`src/rtl/instr_fetcher_pkg.sv`:
```
// Shared GPU encodings: core scheduler phases and instruction fetcher states.
package instr_fetcher_pkg;

    localparam logic [2:0] CORE_IDLE    = 3'b000;
    localparam logic [2:0] CORE_FETCH   = 3'b001;
    localparam logic [2:0] CORE_DECODE  = 3'b010;
    localparam logic [2:0] CORE_REQUEST = 3'b011;
    localparam logic [2:0] CORE_WAIT    = 3'b100;
    localparam logic [2:0] CORE_EXECUTE = 3'b101;
    localparam logic [2:0] CORE_UPDATE  = 3'b110;
    localparam logic [2:0] CORE_DONE    = 3'b111;

    typedef enum logic [2:0] {
        FETCHER_IDLE     = 3'b000,
        FETCHER_FETCHING = 3'b001,
        FETCHER_FETCHED  = 3'b010
    } fetcher_state_e;

endpackage

```
`src/rtl/instr_fetcher_icache.sv`:
```
// Direct-mapped instruction cache: combinational lookup, synchronous fill and flush.
module icache_dm #(
    parameter int unsigned ADDR_BITS = 8,
    parameter int unsigned DATA_BITS = 16,
    parameter int unsigned LINES     = 4
) (
    input  logic                 clk,
    input  logic                 reset,
    input  logic                 flush,
    input  logic [ADDR_BITS-1:0] lookup_addr,
    output logic                 hit_c,
    output logic [DATA_BITS-1:0] hit_data_c,
    input  logic                 fill_en,
    input  logic [ADDR_BITS-1:0] fill_addr,
    input  logic [DATA_BITS-1:0] fill_data
);

    localparam int unsigned IDX_BITS = $clog2(LINES);
    localparam int unsigned TAG_BITS = ADDR_BITS - IDX_BITS;

    logic [LINES-1:0]     valid_q;
    logic [TAG_BITS-1:0]  tag_q  [LINES];
    logic [DATA_BITS-1:0] data_q [LINES];

    logic [IDX_BITS-1:0] lookup_idx;
    logic [TAG_BITS-1:0] lookup_tag;
    logic [IDX_BITS-1:0] fill_idx;
    logic [TAG_BITS-1:0] fill_tag;

    assign lookup_idx = lookup_addr[IDX_BITS-1:0];
    assign lookup_tag = lookup_addr[ADDR_BITS-1:IDX_BITS];
    assign fill_idx   = fill_addr[IDX_BITS-1:0];
    assign fill_tag   = fill_addr[ADDR_BITS-1:IDX_BITS];

    assign hit_c      = valid_q[lookup_idx] && (tag_q[lookup_idx] == lookup_tag);
    assign hit_data_c = data_q[lookup_idx];

    // Flush beats a coincident fill, so the freshly written line stays invalid.
    always_ff @(posedge clk) begin
        if (reset) begin
            valid_q <= '0;
        end else if (flush) begin
            valid_q <= '0;
        end else if (fill_en) begin
            valid_q[fill_idx] <= 1'b1;
        end
    end

    always_ff @(posedge clk) begin
        if (fill_en) begin
            tag_q[fill_idx]  <= fill_tag;
            data_q[fill_idx] <= fill_data;
        end
    end

endmodule

```
`src/rtl/instr_fetcher.sv`:
```
// Instruction fetcher: serves core FETCH phases from the icache or program memory.
module instr_fetcher
    import instr_fetcher_pkg::*;
#(
    parameter int unsigned PROGRAM_MEM_ADDR_BITS = 8,
    parameter int unsigned PROGRAM_MEM_DATA_BITS = 16,
    parameter int unsigned CACHE_LINES           = 4
) (
    input  logic                             clk,
    input  logic                             reset,
    input  logic [2:0]                       core_state,
    input  logic [PROGRAM_MEM_ADDR_BITS-1:0] current_pc,
    input  logic                             flush,
    output logic                             mem_read_valid,
    output logic [PROGRAM_MEM_ADDR_BITS-1:0] mem_read_address,
    input  logic                             mem_read_ready,
    input  logic [PROGRAM_MEM_DATA_BITS-1:0] mem_read_data,
    output logic [2:0]                       fetcher_state,
    output logic [PROGRAM_MEM_DATA_BITS-1:0] instruction
);

    fetcher_state_e                   state_q, state_d;
    logic                             valid_q, valid_d;
    logic [PROGRAM_MEM_ADDR_BITS-1:0] addr_q, addr_d;
    logic [PROGRAM_MEM_DATA_BITS-1:0] instr_q, instr_d;
    logic                             fill_en;
    logic                             hit_c;
    logic [PROGRAM_MEM_DATA_BITS-1:0] hit_data_c;

    icache_dm #(
        .ADDR_BITS (PROGRAM_MEM_ADDR_BITS),
        .DATA_BITS (PROGRAM_MEM_DATA_BITS),
        .LINES     (CACHE_LINES)
    ) u_icache (
        .clk         (clk),
        .reset       (reset),
        .flush       (flush),
        .lookup_addr (current_pc),
        .hit_c       (hit_c),
        .hit_data_c  (hit_data_c),
        .fill_en     (fill_en),
        .fill_addr   (addr_q),
        .fill_data   (mem_read_data)
    );

    always_ff @(posedge clk) begin
        if (reset) begin
            state_q <= FETCHER_IDLE;
            valid_q <= 1'b0;
            addr_q  <= '0;
            instr_q <= '0;
        end else begin
            state_q <= state_d;
            valid_q <= valid_d;
            addr_q  <= addr_d;
            instr_q <= instr_d;
        end
    end

    // Next state and next registered outputs; ready outside FETCHING is ignored.
    always_comb begin
        state_d = state_q;
        valid_d = valid_q;
        addr_d  = addr_q;
        instr_d = instr_q;
        fill_en = 1'b0;
        case (state_q)
            FETCHER_IDLE: begin
                if (core_state == CORE_FETCH) begin
                    if (hit_c) begin
                        state_d = FETCHER_FETCHED;
                        instr_d = hit_data_c;
                    end else begin
                        state_d = FETCHER_FETCHING;
                        valid_d = 1'b1;
                        addr_d  = current_pc;
                    end
                end
            end
            FETCHER_FETCHING: begin
                if (mem_read_ready) begin
                    state_d = FETCHER_FETCHED;
                    instr_d = mem_read_data;
                    valid_d = 1'b0;
                    fill_en = 1'b1;
                end
            end
            FETCHER_FETCHED: begin
                if (core_state == CORE_DECODE) begin
                    state_d = FETCHER_IDLE;
                end
            end
            default: begin
                state_d = FETCHER_IDLE;
            end
        endcase
    end

    assign fetcher_state    = state_q;
    assign mem_read_valid   = valid_q;
    assign mem_read_address = addr_q;
    assign instruction      = instr_q;

endmodule
```
`config.mk`:
```
export PLATFORM = sky130hd
export DESIGN_NAME = instr_fetcher
export DESIGN_NICKNAME = d
export VERILOG_FILES = /design/src/rtl/instr_fetcher_pkg.sv /design/src/rtl/instr_fetcher_icache.sv /design/src/rtl/instr_fetcher.sv
export SDC_FILE = /design/constraint.sdc
export NUM_CORES = 1
export LEC_CHECK = 0
export CAP_MARGIN = 20
export CORE_MARGIN = 2
export CORE_UTILIZATION = 33
export CTS_CLUSTER_DIAMETER = 80
export CTS_CLUSTER_SIZE = 20
export DETAILED_ROUTE_END_ITERATION = 8
export GPL_ROUTABILITY_DRIVEN = 0
export SLEW_MARGIN = 15
export SYNTH_ARGS = -nofsm -noshare
export SYNTH_HDL_FRONTEND = slang
export SYNTH_SLANG_ARGS = --single-unit
```
`constraint.sdc`:
```
create_clock -name clk -period 10.8 [get_ports clk]
set_clock_uncertainty 0.15 [all_clocks]
set_input_delay 2.16 -clock clk [delete_from_list [all_inputs] [get_ports clk]]
set_output_delay 2.16 -clock clk [all_outputs]
set_load 0.1 [all_outputs]
```
==> results of run 1 <==
[layout by cell type (no fill, tap or decap), types with 2 or more instances in the layout]
master           synthesis  routed
edfxtp_1                88      88
clkdlybuf4s50_1          0      56
nor2_1                  36      36
nand2b_1                33      33
mux2i_1                 31      31
dfxtp_1                 31      31
mux4_2                  19      19
clkbuf_16                0      19
or3_1                   16      16
buf_4                    1       8
xor2_1                   5       5
o21a_1                   5       5
nand2_1                  4       4
xnor2_1                  4       4
inv_6                    0       4
a21oi_1                  3       3
clkinv_4                 0       3
nor2b_1                  2       2
nor3b_2                  0       2
bufinv_16                0       2
[flip-flops by register name, indices dropped and copies added (netlist names)]
name / cells
mem_read_address: 8
mem_read_valid: 1
u_icache.data_q: 64
u_icache.tag_q: 24
fetcher_state: 2
u_icache.valid_q: 4
instruction: 16
[metal layers]
metal	global-route usage, %	up-vias	share of wire [%]
met3	4.66	5	4.1
met2	21.5	65	49
li1	-	1290	-
met1	17.3	1367	46
met5	0	-	0
met4	5.03	0	0.63
[cells by family (layout without fill, tap and decap cells)]
kind of cell | Yosys count | in the layout | synth area share [%]
compound gates | 12 | 12 | 2.15
xor+xnor | 9 | 9 | 1.63
buf+inv | 19 | 98 | 2.15
flops | 119 | 119 | 67.4
mux | 51 | 51 | 15.5
other cells | 1 | 1 | 0.0775
simple gates | 100 | 100 | 11.1
[area by class of cell]
| type | count | share of cell area [%] |
|---|---|---|
| repair buffers | 66 | 10.2 |
| multi-input cells | 173 | 23.9 |
| clock buffers | 21 | 7.88 |
| clock inverters | 11 | 2.14 |
| flip-flops and latches | 119 | 52.1 |
| well taps | 184 | 3.68 |
[cells in the mapped netlist (2+ instances only)]
cell type | count | share of area (%)
xnor2_1 | 4 | 0.72
buf_6 | 3 | 0.70
edfxtp_1 | 88 | 55
nor2b_1 | 2 | 0.26
buf_2 | 5 | 0.52
dfxtp_1 | 31 | 13
or3_1 | 16 | 2.1
nand2_1 | 4 | 0.31
clkbuf_1 | 10 | 0.78
xor2_1 | 5 | 0.90
nor2_1 | 36 | 2.8
o21a_1 | 5 | 0.78
a21oi_1 | 3 | 0.31
nand2b_1 | 33 | 4.3
nor3b_1 | 2 | 0.31
mux2i_1 | 31 | 6.4
mux4_2 | 19 | 8.8
[power by group]
part	switching (mW)	leakage (nW)	internal [mW]
clock network	0.201	0.305	0.377
logic	0.0416	0.866	0.0300
registers	0.00302	1.08	0.493
[path summary, 6_finish.rpt]
| kind | from | end | slack (ns) | cells past startpoint |
|---|---|---|---|---|
| worst max register to register | u_icache.tag_q[0][4] | instruction[9] | 8.39 | 7 |
| worst min-delay path | u_icache.valid_q[0] | u_icache.valid_q[0] | 0.31 | 1 |
| worst max-delay path | current_pc[1] | instruction[9] | 6.11 | 9 |
| worst min register to register | u_icache.valid_q[0] | u_icache.valid_q[0] | 0.31 | 1 |
[stage by stage]
step / hold WS [ns] / cells / power [mW]
6_report: 0.315 / 574 / 1.15
3_5_place_dp: 0.304 / 542 / 0.578
2_1_floorplan: 0.285 / 311 / 0.551
4_1_cts: 0.317 / 574 / 1.16
5_1_grt: 0.325 / 574 / 1.18
3_3_place_gp: 0.300 / 541 / 0.577
==> results.yml, run 1 <==
status:
  outcome: "complete, no violations"
global_route:
  track_usage_pct: 13.6
  overflow: 0
  grt_pass1_wl_um: 15900
  antenna_found_initial: 0
  grt_max_degree: 53
  grt_pass1_vias: 2845
job:
  maxCapViolCount: 0
drt:
  first_pass_iters: 4
  vias_per_cell: 4.75
  wl_per_cell_um: 17.1
  final_antenna_net_count: 0
  drt_iter0_drc: 191
  vias: 2727
  drc: 0
  wl_um: 9840
placed_design:
  pre_cts_slack_ns: 5.68
  io_buffer_count: 57
  detailed_place_hpwl_um: 6140
  postPlaceCellArea_sq_um: 5630
worst_setup_path:
  cp_common_cell: "mux2i_1"
  worst-path-max-fanout: 28
  criticalPathCategory: "primary input to flip-flop"
  slowest_stage: "clkdlybuf4s50_1"
  cp_slowest_stage_delay_ns: 0.45
  crit_buf_inv: 3
  cp.arrival_ns: 4.83
  required_ns: 10.94
  endpoint_kind: "flip-flop"
  cp-start-kind: "primary input"
  crit_path_cell_trace: "clkdlybuf4s50_1, buf_4, mux2i_1, xnor2_1, or3_4, a2111oi_4, o21ai_2, buf_8, mux2i_1"
  critPathTopFamily: "buffers and inverters"
power:
  ir_drop_uv: 110
  power_density_nw_per_um2: 183
  power_leakage_nw: 2.25
clocking:
  post_cts_buffers: 0
  ctsHoldBuffers: 0
  cts-root-buf: "clkbuf_16"
  cts.htree.levels: 4
  cts_sinks: 119
  cts_tree: "yes"
  cts.repair.resized: 0
  clk_pin_slew_ns: 0.05
  cts_buffers: 17
  clock_latency_ns: 0.41
  clockBufferDepth: 2
sta:
  slew_violations: 0
  slew_headroom_pct: 34.8
  worst_slack_ns: 6.11
  fmax_ghz: 0.213
  layout_min_cycle_time_ns: 4.69
  worstMarginPinSlew_ns: 0.975
  period_share_pct: 43.5
  hold_viol: 0
  setup_viol: 0
  rsz0062_at_grt: "false"
  tns_ns: 0
min_path:
  hold_class: "flip-flop to flip-flop"
finish:
  n_antenna_cell: 0
  layout.nets: 408
  syn2layout_area_growth_pct: 29.3
  multi_input_area_sq_um: 1500
  layout-drive-gt1-share_pct: 17.7
  regArea_sq_um: 3260
  num-fill-cells: 1311
  fin_area_sq_um: 6260
  finish.utilization_pct: 43.4
floorplanning:
  ioPinCount: 59
  fp.dieH_um: 125
  core_area_sq_um: 14400
  row_count: 44
  die-width_um: 125
  initial_utilization_pct: 33.6
  die-area_sq_um: 15700
yosys:
  synth_cells: 311
  synth_area_sq_um: 4840
  ys_seq_area_share_pct: 67.4
  synth_flop_cell: "edfxtp_1"
  ys_types: 31
  ys_ff_latch: 119
  synth_nets: 342
  synth_edf_count: 88
  synth-warning-count: 0
  syn_avg_cell_area_sq_um: 15.6
  synth-async-reset-ratio_pct: 0
(Power assumes the default switching activity.)
==> inputs of run 2 (changes only) <==
- clock period: 10.8 -> 4 ns (I/O delays scaled with it)
==> results.yml, run 2 (synthesis results as in run 1) <==
status:
  outcome: "complete, no violations"
sta:
  period_share_pct: 77.6
  hold_viol: 0
  hold_ws_ns: 0.323
  layout_min_cycle_time_ns: 3.11
  rsz0062_at_grt: "false"
  tns_ns: 0
  fmax_ghz: 0.322
  slew_violations: 0
  setup_viol: 0
  worstMarginPinSlew_ns: 0.979
  slew_headroom_pct: 34.5
clocking:
  clk_pin_slew_ns: 0.06
  cts-root-buf: "clkbuf_16"
  cts_buffers: 17
  cts.repair.resized: 0
  clock_latency_ns: 0.41
  post_cts_buffers: 0
  clockBufferDepth: 2
  ctsHoldBuffers: 0
  cts.htree.levels: 4
  cts_tree: "yes"
  cts_sinks: 119
global_route:
  grt_max_degree: 36
  grt_pass1_vias: 2920
  grt_pass1_wl_um: 16200
  antenna_found_initial: 0
  overflow: 0
  track_usage_pct: 13.9
finish:
  largest_reg_flops: 64
  regArea_sq_um: 3260
  layout.nets: 413
  num-fill-cells: 1288
  final_cell_mix: "88 x edfxtp_1, 56 x clkdlybuf4s50_1, 36 x nor2_1, 33 x nand2b_1"
  largest_register: "u_icache.data_q"
  layout-drive-gt1-share_pct: 18.7
  syn2layout_area_growth_pct: 30.9
  final_common_cell: "edfxtp_1"
  multi_input_area_sq_um: 1500
  n_antenna_cell: 0
min_path:
  worstHoldPathCells: 1
  hold_class: "flip-flop to flip-flop"
worst_setup_path:
  worst-path-max-fanout: 17
  endpoint_kind: "flip-flop"
  required_ns: 4.14
  cp-start-kind: "primary input"
  reg2reg_setup_slack_ns: 1.66
  reg2reg_from: "u_icache.tag_q[0][5]"
  criticalPathCategory: "primary input to flip-flop"
  startpoint: "current_pc[1]"
  cp.arrival_ns: 3.24
  r2r_end: "instruction[0]"
  reg2reg_depth: 7
  endpoint: "instruction[0]"
floorplanning:
  die-area_sq_um: 15700
  fp.dieH_um: 125
  ioPinCount: 59
  die-width_um: 125
  core_area_sq_um: 14400
  initial_utilization_pct: 33.6
  row_count: 44
drt:
  wl_per_cell_um: 17.7
  wl_um: 10200
  drt_iter0_drc: 166
  vias_per_cell: 4.74
  vias: 2742
  drc: 0
  first_pass_iters: 4
  final_antenna_net_count: 0
power:
  power_density_nw_per_um2: 500
  ir_drop_uv: 328
  power_leakage_nw: 2.29
job:
  maxCapViolCount: 0
placed_design:
  detailed_place_hpwl_um: 6550
  io_buffer_count: 57
[run 2: cell types whose count changed in the layout (fill, tap and decap cells not counted), sizes merged]
cell / before / now
buf: 10 / 15
bufinv: 2 / 3
clkinv: 4 / 5
clkinvlp: 1 / 0
inv: 4 / 3
[run 2: worst min-delay path by stage]
stage                   startpoint                   to  slack [ns]
2_1_floorplan  u_icache.valid_q[3]  u_icache.valid_q[3]        0.29
3_3_place_gp   u_icache.valid_q[3]  u_icache.valid_q[3]        0.30
3_5_place_dp   u_icache.valid_q[1]  u_icache.valid_q[1]        0.31
4_1_cts        u_icache.valid_q[2]  u_icache.valid_q[2]        0.33
5_1_grt             instruction[2]       instruction[2]        0.35
6_report       u_icache.valid_q[2]  u_icache.valid_q[2]        0.32
[run 2: metrics by stage]
stage	area, sq um	instances	worst slack, ns	total power, mW	util [%]
3_3_place_gp	5690	547	0.514	1.56	39.4
5_1_grt	6340	579	0.733	3.27	43.9
3_5_place_dp	5690	547	0.463	1.57	39.4
6_report	6340	579	0.894	3.17	43.9
2_1_floorplan	4840	311	-0.266	1.49	-
4_1_cts	6340	579	0.872	3.20	43.9
[run 2: final cells by class]
cell class	instances	area share, %
tap	184	3.63
clock buffer	21	7.78
multi-input combinational	173	23.7
sequential	119	51.5
clock inverter	11	2.47
timing repair buffer	71	11.0
[run 2: critical path, stage by stage]
cell	delay, ns
clkdlybuf4s50_1	0.73
buf_4	0.24
mux2i_1	0.22
xor2_1	0.18
a32oi_1	0.16
a2111oi_4	0.42
o21ai_2	0.08
buf_4	0.25
mux2i_1	0.16
[run 2: power breakdown]
part           leakage (nW)  total, mW  switching (mW)  internal (mW)
logic                 0.893      0.196           0.112         0.0840
registers              1.08       1.34         0.00872           1.33
clock network         0.319       1.63           0.553           1.08
total                  2.29       3.17           0.674           2.50
[run 2: routing by layer]
layer  global-route usage (%)  share of wire, %  up-vias
met4                     5.42               1.9        0
li1                         -                 -     1301
met1                     17.3                44     1352
met2                     22.6                49       70
met3                     4.45               5.2       19
met5                        0                 0        -
==> inputs of run 3 (changes only) <==
- clock period: 4 -> 3.1 ns (I/O delays scaled with it)
==> results.yml, run 3 (synthesis results as in run 1) <==
worst_setup_path:
  endpoint_kind: "flip-flop"
  cp.arrival_ns: 2.85
  worst-path-max-fanout: 16
  required_ns: 3.25
  criticalPathCategory: "primary input to flip-flop"
  cp-start-kind: "primary input"
finish:
  syn2layout_area_growth_pct: 30.6
  num-fill-cells: 1336
  layout.nets: 418
  layout-drive-gt1-share_pct: 26.8
  largest_reg_flops: 64
  final_cells: 584
  final_common_cell: "edfxtp_1"
  n_antenna_cell: 0
  final_cell_mix: "88 x edfxtp_1, 44 x buf_4, 36 x nor2_1, 33 x nand2b_1, 31 x mux2i_1"
  largest_register: "u_icache.data_q"
clocking:
  cts_sinks: 119
  clk_pin_slew_ns: 0.06
  clock_latency_ns: 0.41
  cts-root-buf: "clkbuf_16"
  ctsHoldBuffers: 0
  cts_tree: "yes"
  cts.htree.levels: 4
  cts.repair.resized: 0
  cts_buffers: 17
  post_cts_buffers: 0
  clockBufferDepth: 2
power:
  power_density_nw_per_um2: 644
  p_int_mw: 3.23
  power_mw: 4.07
  power_leakage_nw: 2.36
  power_frac_comb_pct: 6.3
  pwr-share-seq_pct: 42.5
  ir_drop_uv: 390
  p_sw_mw: 0.837
  clkPwrFrac_pct: 51.2
  swShare_pct: 20.6
placed_design:
  detailed_place_hpwl_um: 6190
  io_buffer_count: 57
  dp.cells: 552
  pre_cts_slack_ns: -0.0110
sta:
  hold_viol: 0
  period_share_pct: 87.1
  slew_violations: 0
  worst_slack_ns: 0.399
  worstMarginPinSlew_ns: 0.706
  rsz0062_at_grt: "false"
  fmax_ghz: 0.370
  slew_headroom_pct: 53.0
  setup_viol: 0
  layout_min_cycle_time_ns: 2.70
global_route:
  grt_pass1_vias: 2879
  grt_pass1_wl_um: 15800
  grt_max_degree: 53
  grtUsageMet2_pct: 20.3
  grt-busiest-layer: "met2"
  met1_usage_pct: 17.7
  overflow: 0
  grtUsageMet3_pct: 5.09
  antenna_found_initial: 0
  track_usage_pct: 13.4
min_path:
  hold_class: "flip-flop to flip-flop"
floorplanning:
  initial_utilization_pct: 33.6
  die-area_sq_um: 15700
  row_count: 44
  core_area_sq_um: 14400
  ioPinCount: 59
  die-width_um: 125
  fp.dieH_um: 125
drt:
  first_pass_iters: 4
  final_antenna_net_count: 0
  vias: 2739
  drc: 0
  wl_per_cell_um: 17.0
  wl_um: 9950
  drt_iter0_drc: 218
  vias_per_cell: 4.69
status:
  outcome: "complete, no violations"
job:
  maxCapViolCount: 0
[run 3: cell count changes in the layout (fill, tap and decap cells not counted), moves of 2 or more]
cell and change:
clkinv_4 -3, inv_6 -2, nor3b_4 +2, clkdlybuf4s50_1 -27, nor3b_2 -2, clkinvlp_4 +3
clkinv_1 +2, clkbuf_8 +2, buf_4 +32, clkbuf_16 -2
[run 3: layout make-up]
class | count | area [sq um] | share of cell area, %
multi-input cells | 173 | 1520 | 24.1
clock inverters | 12 | 173 | 2.73
well taps | 184 | 230 | 3.64
repair buffers | 76 | 666 | 10.5
clock buffers | 20 | 467 | 7.38
flip-flops and latches | 119 | 3260 | 51.7
[run 3: path summary, 6_finish.rpt]
kind / from / end / slack (ns) / depth (start not counted)
worst max-delay path: current_pc[1] / instruction[8] / 0.40 / 9
worst min register to register: u_icache.valid_q[3] / u_icache.valid_q[3] / 0.31 / 1
worst min-delay path: u_icache.valid_q[3] / u_icache.valid_q[3] / 0.31 / 1
worst max register to register: fetcher_state[0] / u_icache.data_q[2][12] / 0.73 / 4
[run 3: power groups by stage]
stage	Sequential (mW)	Clock [mW]	Combinational, mW
after CTS	1.73	2.13	0.261
after global placement	1.76	0	0.257
after floorplan	1.81	0	0.112
after detailed placement	1.76	0	0.260
after global routing	1.73	2.20	0.275
final	1.73	2.08	0.256
[run 3: worst max-delay path, stage by stage]
cell and delay, ns:
clkdlybuf4s50_1 0.51, buf_12 0.14, mux2i_1 0.21, xnor2_1 0.08, or3_4 0.38, a2111oi_4 0.45
o21ai_2 0.14, buf_12 0.19, mux2i_1 0.12
[run 3: per-layer routing]
layer  up-vias  wire length [um]
li1       1306                 -
met5         -                 0
met2        64              4720
met1      1359              4640
met4         0               100
met3        10               488
[run 3: per-stage QoR]
stage / util [%] / cell area, sq um / hold slack (ns) / TNS (ns)
floorplan: - / 4880 / 0.285 / 0
global placement: 39.4 / 5680 / 0.299 / 0
detailed placement: 39.4 / 5680 / 0.303 / -0.0410
CTS: 43.8 / 6320 / 0.316 / 0
global route: 43.8 / 6320 / 0.330 / 0
finish: 43.8 / 6320 / 0.311 / 0
